===== src/rtl/isa_pkg.sv =====
// Shared constants and head classification for the ISA tx scheduler.
// Word format is {addr[31:0], data[31:0]}, with the timestamp in data[23:0].
package isa_pkg;

  localparam int TS_W = 24;

  localparam logic [31:0] ADDR_TRIG = 32'h4000_1000;
  localparam logic [31:0] ADDR_HALT = 32'h4000_1FFC;
  localparam logic [19:0] OP_PAGE   = 20'h40004;

  typedef enum logic [1:0] {
    TRIG,
    HALT,
    OP,
    OTHER
  } head_class_e;

  function automatic head_class_e classify(input logic [31:0] addr);
    if (addr == ADDR_TRIG)
      return TRIG;
    else if (addr == ADDR_HALT)
      return HALT;
    else if (addr[31:12] == OP_PAGE)
      return OP;
    else
      return OTHER;
  endfunction

endpackage


===== src/rtl/isa_tx_scheduler_if.sv =====
// Decoder tx port: 64-bit word with valid (I_tx_en) / ready (O_tx_ready) handshake.
interface isa_tx_scheduler_if;

  logic [63:0] I_tx_data;
  logic        I_tx_en;
  logic        O_tx_ready;

  modport master (
    output I_tx_data,
    output I_tx_en,
    input  O_tx_ready
  );

  modport slave (
    input  I_tx_data,
    input  I_tx_en,
    output O_tx_ready
  );

endinterface


===== src/rtl/isa_sync_fifo.sv =====
// Show-ahead synchronous FIFO; pointers carry an extra wrap bit so full and
// empty are distinguished without a separate counter.
module isa_sync_fifo #(
  parameter int DEPTH = 16,
  parameter int WIDTH = 64
) (
  input  logic                     I_clk,
  input  logic                     I_rst,
  input  logic                     I_push,
  input  logic [WIDTH-1:0]         I_wdata,
  input  logic                     I_pop,
  output logic [WIDTH-1:0]         O_head,
  output logic                     O_empty,
  output logic                     O_full,
  output logic [$clog2(DEPTH):0]   O_level
);

  localparam int AW = $clog2(DEPTH);
  localparam logic [AW:0] LVL_FULL = (AW+1)'(DEPTH);

  logic [WIDTH-1:0] mem [DEPTH];
  logic [AW:0]      wr_ptr;
  logic [AW:0]      rd_ptr;
  logic             do_push;
  logic             do_pop;

  assign O_level = wr_ptr - rd_ptr;
  assign O_empty = (wr_ptr == rd_ptr);
  assign O_full  = (O_level == LVL_FULL);
  assign O_head  = mem[rd_ptr[AW-1:0]];

  assign do_push = I_push & ~O_full;
  assign do_pop  = I_pop & ~O_empty;

  always_ff @(posedge I_clk) begin
    if (I_rst) begin
      wr_ptr <= '0;
      rd_ptr <= '0;
    end else begin
      if (do_push)
        wr_ptr <= wr_ptr + (AW+1)'(1);
      if (do_pop)
        rd_ptr <= rd_ptr + (AW+1)'(1);
    end
  end

  // Storage is not reset; the pointers alone define valid contents.
  always_ff @(posedge I_clk) begin
    if (!I_rst && do_push)
      mem[wr_ptr[AW-1:0]] <= I_wdata;
  end

endmodule


===== src/rtl/isa_tx_scheduler.sv =====
// Buffers decoder words and releases OP words as one-cycle strobes once the
// 24-bit timeline started by a TRIG word reaches the word's timestamp.
//
//   state    | meaning
//   ---------+-----------------------------------------------------------
//   idle     | O_running=0, timer held at 0; OP at head stalls
//   running  | timer counts up (saturating); OPs release when timer >= ts
module isa_tx_scheduler #(
  parameter int FIFO_DEPTH = 16,
  parameter int TS_W       = 24
) (
  input  logic                          I_clk,
  input  logic                          I_rst,
  isa_tx_scheduler_if.slave             tx,
  output logic                          O_op_valid,
  output logic [31:0]                   O_op_addr,
  output logic [7:0]                    O_op_code,
  output logic [TS_W-1:0]               O_op_ts,
  output logic [TS_W-1:0]               O_timer,
  output logic                          O_running,
  output logic                          O_late,
  output logic                          O_overflow,
  output logic [$clog2(FIFO_DEPTH):0]   O_level
);

  import isa_pkg::*;

  logic            push;
  logic            pop;
  logic            fifo_empty;
  logic            fifo_full;
  logic [63:0]     head;
  logic [31:0]     head_addr;
  logic [7:0]      head_code;
  logic [TS_W-1:0] head_ts;
  head_class_e     head_cls;
  logic            op_due;
  logic            rel_go;
  logic            timer_clear;

  assign tx.O_tx_ready = ~I_rst & ~fifo_full;
  assign push          = tx.I_tx_en & tx.O_tx_ready;

  isa_sync_fifo #(
    .DEPTH (FIFO_DEPTH),
    .WIDTH (64)
  ) u_fifo (
    .I_clk   (I_clk),
    .I_rst   (I_rst),
    .I_push  (push),
    .I_wdata (tx.I_tx_data),
    .I_pop   (pop),
    .O_head  (head),
    .O_empty (fifo_empty),
    .O_full  (fifo_full),
    .O_level (O_level)
  );

  assign head_addr = head[63:32];
  assign head_code = head[31:24];
  assign head_ts   = head[TS_W-1:0];
  assign head_cls  = classify(head_addr);
  assign op_due    = O_running & (O_timer >= head_ts);

  always_comb begin
    pop         = 1'b0;
    rel_go      = 1'b0;
    timer_clear = 1'b0;
    if (!fifo_empty) begin
      case (head_cls)
        TRIG, HALT: begin
          pop         = 1'b1;
          timer_clear = 1'b1;
        end
        OP: begin
          pop    = op_due;
          rel_go = op_due;
        end
        default: pop = 1'b1;
      endcase
    end
  end

  always_ff @(posedge I_clk) begin
    if (I_rst) begin
      O_op_valid <= 1'b0;
      O_op_addr  <= '0;
      O_op_code  <= '0;
      O_op_ts    <= '0;
      O_timer    <= '0;
      O_running  <= 1'b0;
      O_late     <= 1'b0;
      O_overflow <= 1'b0;
    end else begin
      O_op_valid <= rel_go;
      if (rel_go) begin
        O_op_addr <= head_addr;
        O_op_code <= head_code;
        O_op_ts   <= head_ts;
        if (O_timer > head_ts)
          O_late <= 1'b1;
      end

      if (tx.I_tx_en && !tx.O_tx_ready)
        O_overflow <= 1'b1;

      // A clear takes precedence over the increment in the same cycle.
      if (timer_clear) begin
        O_timer   <= '0;
        O_running <= (head_cls == TRIG);
      end else if (O_running && (O_timer != '1)) begin
        O_timer <= O_timer + TS_W'(1);
      end
    end
  end

endmodule


===== src/flat_wrapper.sv =====
// flat-port wrapper written by rule: the top's interface ports become plain ports
module isa_tx_scheduler_flat import isa_pkg::*;
#(
  parameter int FIFO_DEPTH = 16,
  parameter int TS_W       = 24
)
  (I_clk, I_rst, O_op_valid, O_op_addr, O_op_code, O_op_ts, O_timer, O_running, O_late, O_overflow, O_level, tx_I_tx_data, tx_I_tx_en, tx_O_tx_ready);
  isa_tx_scheduler_if tx_i ();
  input  logic I_clk;
  input  logic I_rst;
  output logic O_op_valid;
  output logic [31:0] O_op_addr;
  output logic [7:0] O_op_code;
  output logic [TS_W-1:0] O_op_ts;
  output logic [TS_W-1:0] O_timer;
  output logic O_running;
  output logic O_late;
  output logic O_overflow;
  output logic [$clog2(FIFO_DEPTH):0] O_level;
  input wire logic [$bits(tx_i.I_tx_data)-1:0] tx_I_tx_data;
  input wire logic [$bits(tx_i.I_tx_en)-1:0] tx_I_tx_en;
  output wire logic [$bits(tx_i.O_tx_ready)-1:0] tx_O_tx_ready;
  assign tx_i.I_tx_data = tx_I_tx_data;
  assign tx_i.I_tx_en = tx_I_tx_en;
  assign tx_O_tx_ready = tx_i.O_tx_ready;
  isa_tx_scheduler #(.FIFO_DEPTH(FIFO_DEPTH), .TS_W(TS_W)) u_core (.I_clk(I_clk), .I_rst(I_rst), .tx(tx_i), .O_op_valid(O_op_valid), .O_op_addr(O_op_addr), .O_op_code(O_op_code), .O_op_ts(O_op_ts), .O_timer(O_timer), .O_running(O_running), .O_late(O_late), .O_overflow(O_overflow), .O_level(O_level));
endmodule

===== config.mk =====
export PLATFORM = sky130hd
export DESIGN_NAME = isa_tx_scheduler_flat
export DESIGN_NICKNAME = d
export VERILOG_FILES = /design/src/rtl/isa_pkg.sv /design/src/rtl/isa_tx_scheduler_if.sv /design/src/rtl/isa_sync_fifo.sv /design/src/rtl/isa_tx_scheduler.sv /design/src/flat_wrapper.sv
export SDC_FILE = /design/constraint.sdc
export NUM_CORES = 1
export LEC_CHECK = 0
export CORE_ASPECT_RATIO = 1.1
export CORE_UTILIZATION = 55
export DETAILED_ROUTE_END_ITERATION = 6
export PLACE_DENSITY = 0.77
export SYNTH_ARGS = -nofsm -noshare
export SYNTH_HDL_FRONTEND = slang
export SYNTH_SLANG_ARGS = --single-unit

===== constraint.sdc =====
create_clock -name I_clk -period 18.2 [get_ports I_clk]
set_clock_uncertainty 0.1 [all_clocks]
set_input_delay 1.82 -clock I_clk [delete_from_list [all_inputs] [get_ports I_clk]]
set_output_delay 1.82 -clock I_clk [all_outputs]
set_load 0.01 [all_outputs]

==> results of run 1 <==
==> synth_stat cells, types with 16 or more instances <==
cell type	count
edfxtp_1	1024
mux4_2	265
dfxtp_1	106
nor2_1	93
a21oi_1	68
nand4_1	64
clkbuf_1	55
o31ai_1	52
inv_1	50
buf_2	41
nand2_1	36
ha_1	34
mux2i_1	31
nor3_1	30
and3_1	24
xnor2_1	18
buf_1	16
==> cells in the final DEF (no fill, tap or decap), drive strengths merged, types with 9 or more instances in the layout <==
cell,count
a21o,9
a21oi,68
and3,24
buf,40
bufinv,13
clkbuf,120
clkdlybuf4s50,163
clkinv,52
dfxtp,106
edfxtp,1024
ha,34
inv,55
mux2i,31
mux4,266
nand2,36
nand3,14
nand4,64
nor2,93
nor3,31
nor4,9
o211ai,9
o21ai,9
o31ai,52
or3,9
xnor2,18
xor2,12
==> per-stage QoR <==
stage / instances / setup WS (ns) / hold WS (ns) / utilization
6_report: 3521 / 11.99 / 0.376 / 0.635
5_1_grt: 3518 / 11.59 / 0.396 / 0.635
4_1_cts: 3518 / 11.97 / 0.374 / 0.635
3_5_place_dp: 3323 / 12.00 / 0.364 / 0.591
3_3_place_gp: 3323 / 12.08 / 0.354 / 0.591
2_1_floorplan: 2198 / 10.22 / 0.370 / -
==> layer usage <==
metal  vias up  track usage  wire length, microns  part of all wire
li1       9471            -                     -                 -
met1     12000        0.353                 40200              0.38
met2      1283        0.444                 53500              0.51
met3       205       0.0442                  8660             0.082
met4        16       0.0840                  2950             0.028
met5         -            0                   103           0.00098
==> final cells by class <==
type	count	area (sq um)
clock buffers	120	2710
inverters	51	194
repair buffers	203	1950
clock inverters	75	753
diodes	3	7.51
fillers	5138	28800
multi-input cells	894	10300
well taps	1045	1310
flip-flops and latches	1130	32900
==> sequential cells by signal (all words and copies together), names as in the netlist, named ones only <==
register and count:
u_core.O_overflow 1, u_core.u_fifo.rd_ptr 5, u_core.O_running 1, u_core.O_op_ts 24
u_core.O_op_addr 32, u_core.O_op_valid 1, u_core.O_timer 24, u_core.u_fifo.wr_ptr 5
u_core.O_late 1, u_core.u_fifo.mem 1024, u_core.O_op_code 8
==> path summary, 6_finish.rpt <==
kind | end | depth (start not counted) | slack, ns | startpoint
setup / recovery | u_core.O_op_addr[26] | 14 | 11.99 | flip-flop
hold / removal | u_core.O_op_ts[0] | 2 | 0.38 | u_core.O_op_ts[0]
setup reg to reg | u_core.O_op_addr[26] | 14 | 11.99 | flip-flop
hold reg to reg | u_core.O_op_ts[0] | 2 | 0.38 | u_core.O_op_ts[0]
==> cell families after synthesis <==
logic type	after synthesis	synth area share
and+or+nand+nor	315	0.0373
xor gates and xnor gates	30	0.00599
muxes	305	0.146
AOI/OAI and AO/OA	209	0.0330
buffers and inverters	174	0.0177
adders and majority gates	35	0.0102
DFF	1130	0.750
==> critical path: stages, from the launching register on <==
cell and delay [ns]:
dfxtp_4 1.01, buf_4 0.76, mux4_2 0.60, mux4_2 0.52
inv_1 0.08, ha_1 0.25, a21o_1 0.17, a21o_1 0.17
a21oi_1 0.14, o21ai_0 0.10, a211o_1 0.37, o21ai_4 0.58
buf_4 0.43, or3_1 0.48, and3_1 0.24
==> power by group <==
group	internal (mW)	switching, mW
Clock	1.25	0.945
Sequential	2.88	0.0692
Combinational	0.522	0.595
Total	4.65	1.61
==> metrics.md, run 1 <==
| Metric | Value |
|---|---|
| Register area share after synthesis | 0.750 |
| CTS tree | done |
| Setup crit start kind | flip-flop |
| Yosys Warn Count | 0 |
| Seq cells post-synth | roughly 1,100 |
| Remaining antenna violation count | 0 |
| TritonCTS Sinks | between 1,000 and 1,500 |
| Root buf cell | clkbuf_16 |
| Final GP Congestion | between 0.8 and 0.9 |
| Post-Synthesis Cells | approximately 2,200 |
| Area Growth Syn to Fin | 14.4% |
| Post-CTS Setup Inserts | 0 |
| Post-synth EDFFs | between 1,000 and 1,500 |
| Largest cells by area after synthesis | edfxtp_1 (70%), mux4_2 (14%), dfxtp_1 (4.8%), ha_1 (0.97%), nand4_1 (0.91%) |
| Ports | between 150 and 200 |
| FFs w/ async S/R, synth | 0 |
| Crit end category | flip-flop |
| Vias in the first global route | between 20,000 and 25,000 |
| Post-CTS Hold Fix Bufs | 0 |
| Final instance area | roughly 50,000 sq um |
| Synth area leader | edfxtp_1 |
| TritonRoute pass-1 iters | 6 |
| Syn_nets | about 2,300 |
| Syn Area/Cell | between 15 and 20 sq um |
| Achievable clock frequency | 161 MHz |
| CP arrival | 6.71 ns |
| Core area | just under 80,000 sq um |
| Sum Neg Setup Slack | 0 ns |
| Worst-Margin Slew | 1.29 ns |
| Setup violations, final | 0 |
| Worst path required time | around 19 ns |
| Die H | 298 microns |
| Number of gates resized after CTS | 0 |
| CP Class | reg -> reg |
| Initial cell density of the core | 0.555 |
| Drc violations | 0 |
| Area fraction of the dominant cell type after synthesis | 0.702 |
| DP Area | ~47,000 sq um |
| Drt total wl | 105,000 microns |
| Number of DRC markers in iteration 0 | around 2,800 |
| Pwr dens | between 100 and 150 nW/um^2 |
| Detailed Place HPWL | about 57,000 microns |
| Row count | 108 |
| Endpoints failing hold | 0 |
| CTS buffer count | around 100 |
| Antenna violations before repair | 8 |
| Final period utilization | 0.341 |
| Worst Path Max Fanout | 47 |
| Slew headroom | 0.139 |
| Largest net degree at the start of global routing | 120 |
| Fin crit period | between 6 and 7 ns |
| Status | finished clean |
| Remaining global-route overflow | 0 |
| Layout cells sized above 1 | 0.204 |
| Hold crit path type | reg -> reg |
| Die ar. | roughly 81,000 sq um |
| Unrepaired setup endpoints after global routing | false |
| Mapped Area | about 44,000 sq um |
| PortBufs | ~160 |
| First-pass GRT wire length | 155,000 microns |
| Fin. max-slew vios | 0 |
| Clock Pin Slew Worst Setup and Hold Paths | roughly 0.06 ns |
| Max-Cap Viols | 0 |
| Synth cell types | 68 |
| Design Power | between 6 and 7 mW |
| Die X-Extent | roughly 270 microns |
| Drt wl/cell | approximately 30 microns |
| Leak | 15.7 nW |
| Peak supply drop | 0.0972 mV |
| Predominant post-synthesis flop cell | edfxtp_1 |
| GRT Total Usage | 0.263 |
| Via-per-instance ratio | between 6 and 7 |
| Fin nets | 2,486 |
| CTS H-tree lvls | 3 |
| Via count | 22,900 |
| Clk_lat worst skew | 0.68 ns |
| Maximum clock path buffer count | 3 |
No activity file was read; power rests on OpenSTA's default activity.
==> run 2, diff against run 1 <==
- PLACE_DENSITY: 0.77 -> 0.8
- clock period: 18.2 -> 5.5 ns (I/O delays scaled with it)
==> run 2 against run 1 <==
  * Die area unchanged
  * Largest cell class unchanged
  * Sequential power increased to 3.3 times the previous value
  * Via count increased by 2.1%
  * Design area increased by 1.2%
  * Final cell count grew 0.91%
  * Global-route usage up 0.74 points
  * Non-clock buffer count grew 34
  * Worst hold slack gained 0.0021 ns
  * Flip-flop and latch count did not move
  * Routed wire length grew 2.8%
==> metrics.md, run 2 (same netlist as run 1, synthesis figures left out) <==
| Metric | Value |
|---|---|
| Status | finished clean |
| CP Class | reg -> reg |
| Endpoints failing hold | 0 (unchanged) |
| Slew headroom | 0.240 (+0.101) |
| Pwr dens | 416 nW/um^2 (+230%) |
| CTS tree | done |
| Via-per-instance ratio | 6.59 (+1.1%) |
| Final period utilization | 0.935 (+0.593) |
| Routing usage on met2 | 0.454 (+0.00956) |
| Drc violations | 0 (unchanged) |
| Max-Cap Viols | 0 (unchanged) |
| Design Power | 21.1 mW (+240%) |
| Clock Pin Slew Worst Setup and Hold Paths | 0.07 ns (about the same) |
| Achievable clock frequency | 195 MHz (+21%) |
| Fin. max-slew vios | 0 (unchanged) |
| Fin nets | 2,519 (+1.3%) |
| Vias in the first global route | 24,000 (+2.7%) |
| Crit end category | flip-flop |
| Flop pwr share | 0.463 (-0.007) |
| Grt met3 use | 0.0511 (+0.00693) |
| Setup violations, final | 0 (unchanged) |
| Fin crit period | 5.14 ns (-1.07 ns) |
| Leak | 16.0 nW (+1.5%) |
| Unrepaired setup endpoints after global routing | false |
| Commonest non-fill, non-tap cell in the layout | edfxtp_1 |
| First-pass GRT wire length | 159,000 microns (+2.8%) |
| Most used routing layer | met2 |
| Worst slack at placement | 0.389 ns (-11.61 ns) |
| Die ar. | 80,800 sq um (unchanged) |
| Comb pwr share | 0.185 (+0.007) |
| Final GP Congestion | 0.918 (+7.2%) |
| GRT Total Usage | 0.271 (+0.00742) |
| GR Util met1 | 0.354 (+0.00141) |
| Remaining antenna violation count | 0 (unchanged) |
| CTS buffer count | 103 (-0.96%) |
| Fillers | 4,998 (-2.7%) |
| TritonCTS Sinks | 1,130 (unchanged) |
| Worst Path Max Fanout | 44 (-6.4%) |
| Initial cell density of the core | 0.555 (unchanged) |
| Worst-Margin Slew | 1.14 ns (-0.150 ns) |
| Antenna violations before repair | 7 (-1) |
| Post-CTS Setup Inserts | 0 (unchanged) |
| Core area | 78,900 sq um (unchanged) |
| Worst path required time | 5.95 ns (-12.75 ns) |
| Detailed Place HPWL | 59,200 microns (+4.7%) |
| Post-CTS Hold Fix Bufs | 0 (unchanged) |
| Layout cells sized above 1 | 0.213 (+0.00914) |
| Max reg flops | 1,024 (unchanged) |
| Drt wl/cell | 30.5 microns (+1.8%) |
| Row count | 108 (unchanged) |
| Min setup slack post-route | 0.360 ns (-11.63 ns) |
| Switching share of power | 0.261 (+0.00385) |
| Root buf cell | clkbuf_16 |
| CTS H-tree lvls | 3 (unchanged) |
| Number of gates resized after CTS | 0 (unchanged) |
| Die X-Extent | 271 microns (unchanged) |
| Setup crit start kind | flip-flop |
| Via count | 23,400 (+2.1%) |
| Net Sw Power | 5.50 mW (+240%) |
| Clock share of power | 0.352 (about the same) |
| Drt total wl | 108,000 microns (+2.8%) |
| Peak supply drop | 0.251 mV (+160%) |
| Most frequent cells in the layout | edfxtp_1 (1,024), mux4_2 (265), clkdlybuf4s50_1 (163), clkbuf_16 (105), dfxtp_1 (103) |
| Largest net degree at the start of global routing | 65 (-46%) |
| Die H | 298 microns (unchanged) |
| CP arrival | 5.59 ns (-1.12 ns) |
| Remaining global-route overflow | 0 (unchanged) |
| Area Growth Syn to Fin | 15.7% |
| Maximum clock path buffer count | 3 (unchanged) |
| Ports | 165 (unchanged) |
| Clk_lat worst skew | 0.70 ns (+0.02 ns) |
| TritonRoute pass-1 iters | 5 (-1) |
| Internal power | 15.6 mW (+230%) |
| Hold crit path type | reg -> reg |
| Number of DRC markers in iteration 0 | 3,035 (+9.6%) |
| PortBufs | 164 (unchanged) |
-- run 2: cell count changes in the layout (fill, tap and decap cells not counted), moves of 3 or more --
cell and change:
clkbuf_8 +3, nor3_4 +4, nor3_2 -4, buf_12 +17, clkinv_16 +4, clkbuf_1 +5, clkinvlp_4 -3, clkinv_1 -4
clkinv_2 -8, buf_4 +17
-- run 2: power groups by stage --
stage / sequential, mW / clock (mW) / combinational, mW
after floorplan: 9.74 / 0 / 2.76
after global placement: 9.92 / 0 / 3.72
after detailed placement: 9.94 / 0 / 3.82
after CTS: 9.76 / 7.48 / 3.90
after global routing: 9.78 / 7.80 / 4.09
final: 9.75 / 7.43 / 3.90
-- run 2: through the flow --
stage                     setup TNS (ns)  hold WS [ns]  instances  instance area (sq um)   util
final                                  0         0.378       3553                  50700  0.643
after global routing                   0         0.380       3550                  50700  0.642
after CTS                              0         0.345       3548                  50700  0.642
after detailed placement               0         0.364       3357                  47100  0.597
after global placement                 0         0.352       3357                  47100  0.597
after floorplan                  -151.24         0.370       2198                  43900      -
-- run 2: per-layer routing --
metal  wire length (microns)  part of all wire
met1                   39500              0.36
met2                   55200              0.51
met3                    9980             0.092
met4                    3670             0.034
met5                      46           0.00042
-- run 2: cell type report --
class / instances / area (sq um) / area share
multi-input combinational: 894 / 10300 / 0.204
sequential: 1130 / 32900 / 0.648
timing repair buffer: 237 / 2420 / 0.0478
inverter: 51 / 194 / 0.00382
antenna: 5 / 12.5 / 0.000247
clock inverter: 63 / 802 / 0.0158
clock buffer: 128 / 2750 / 0.0541
tap: 1045 / 1310 / 0.0258
-- run 2: path summary, 6_finish.rpt --
kind | slack [ns] | depth (start not counted) | startpoint | to
min reg2reg | 0.38 | 2 | u_core.O_op_addr[2] | u_core.O_op_addr[2]
max reg2reg | 0.36 | 9 | flip-flop | u_core.O_op_addr[19]
max | 0.36 | 9 | flip-flop | u_core.O_op_addr[19]
min | 0.38 | 2 | u_core.O_op_addr[2] | u_core.O_op_addr[2]
-- run 2: worst max-delay path: stages (launching register included) --
cell and delay (ns):
dfxtp_4 0.95, buf_12 0.35, buf_12 0.26, mux2_2 0.40, o31ai_1 0.59, o2111ai_1 0.16, or4b_1 0.52, or4_4 0.71
or3_1 0.60, and3_1 0.30
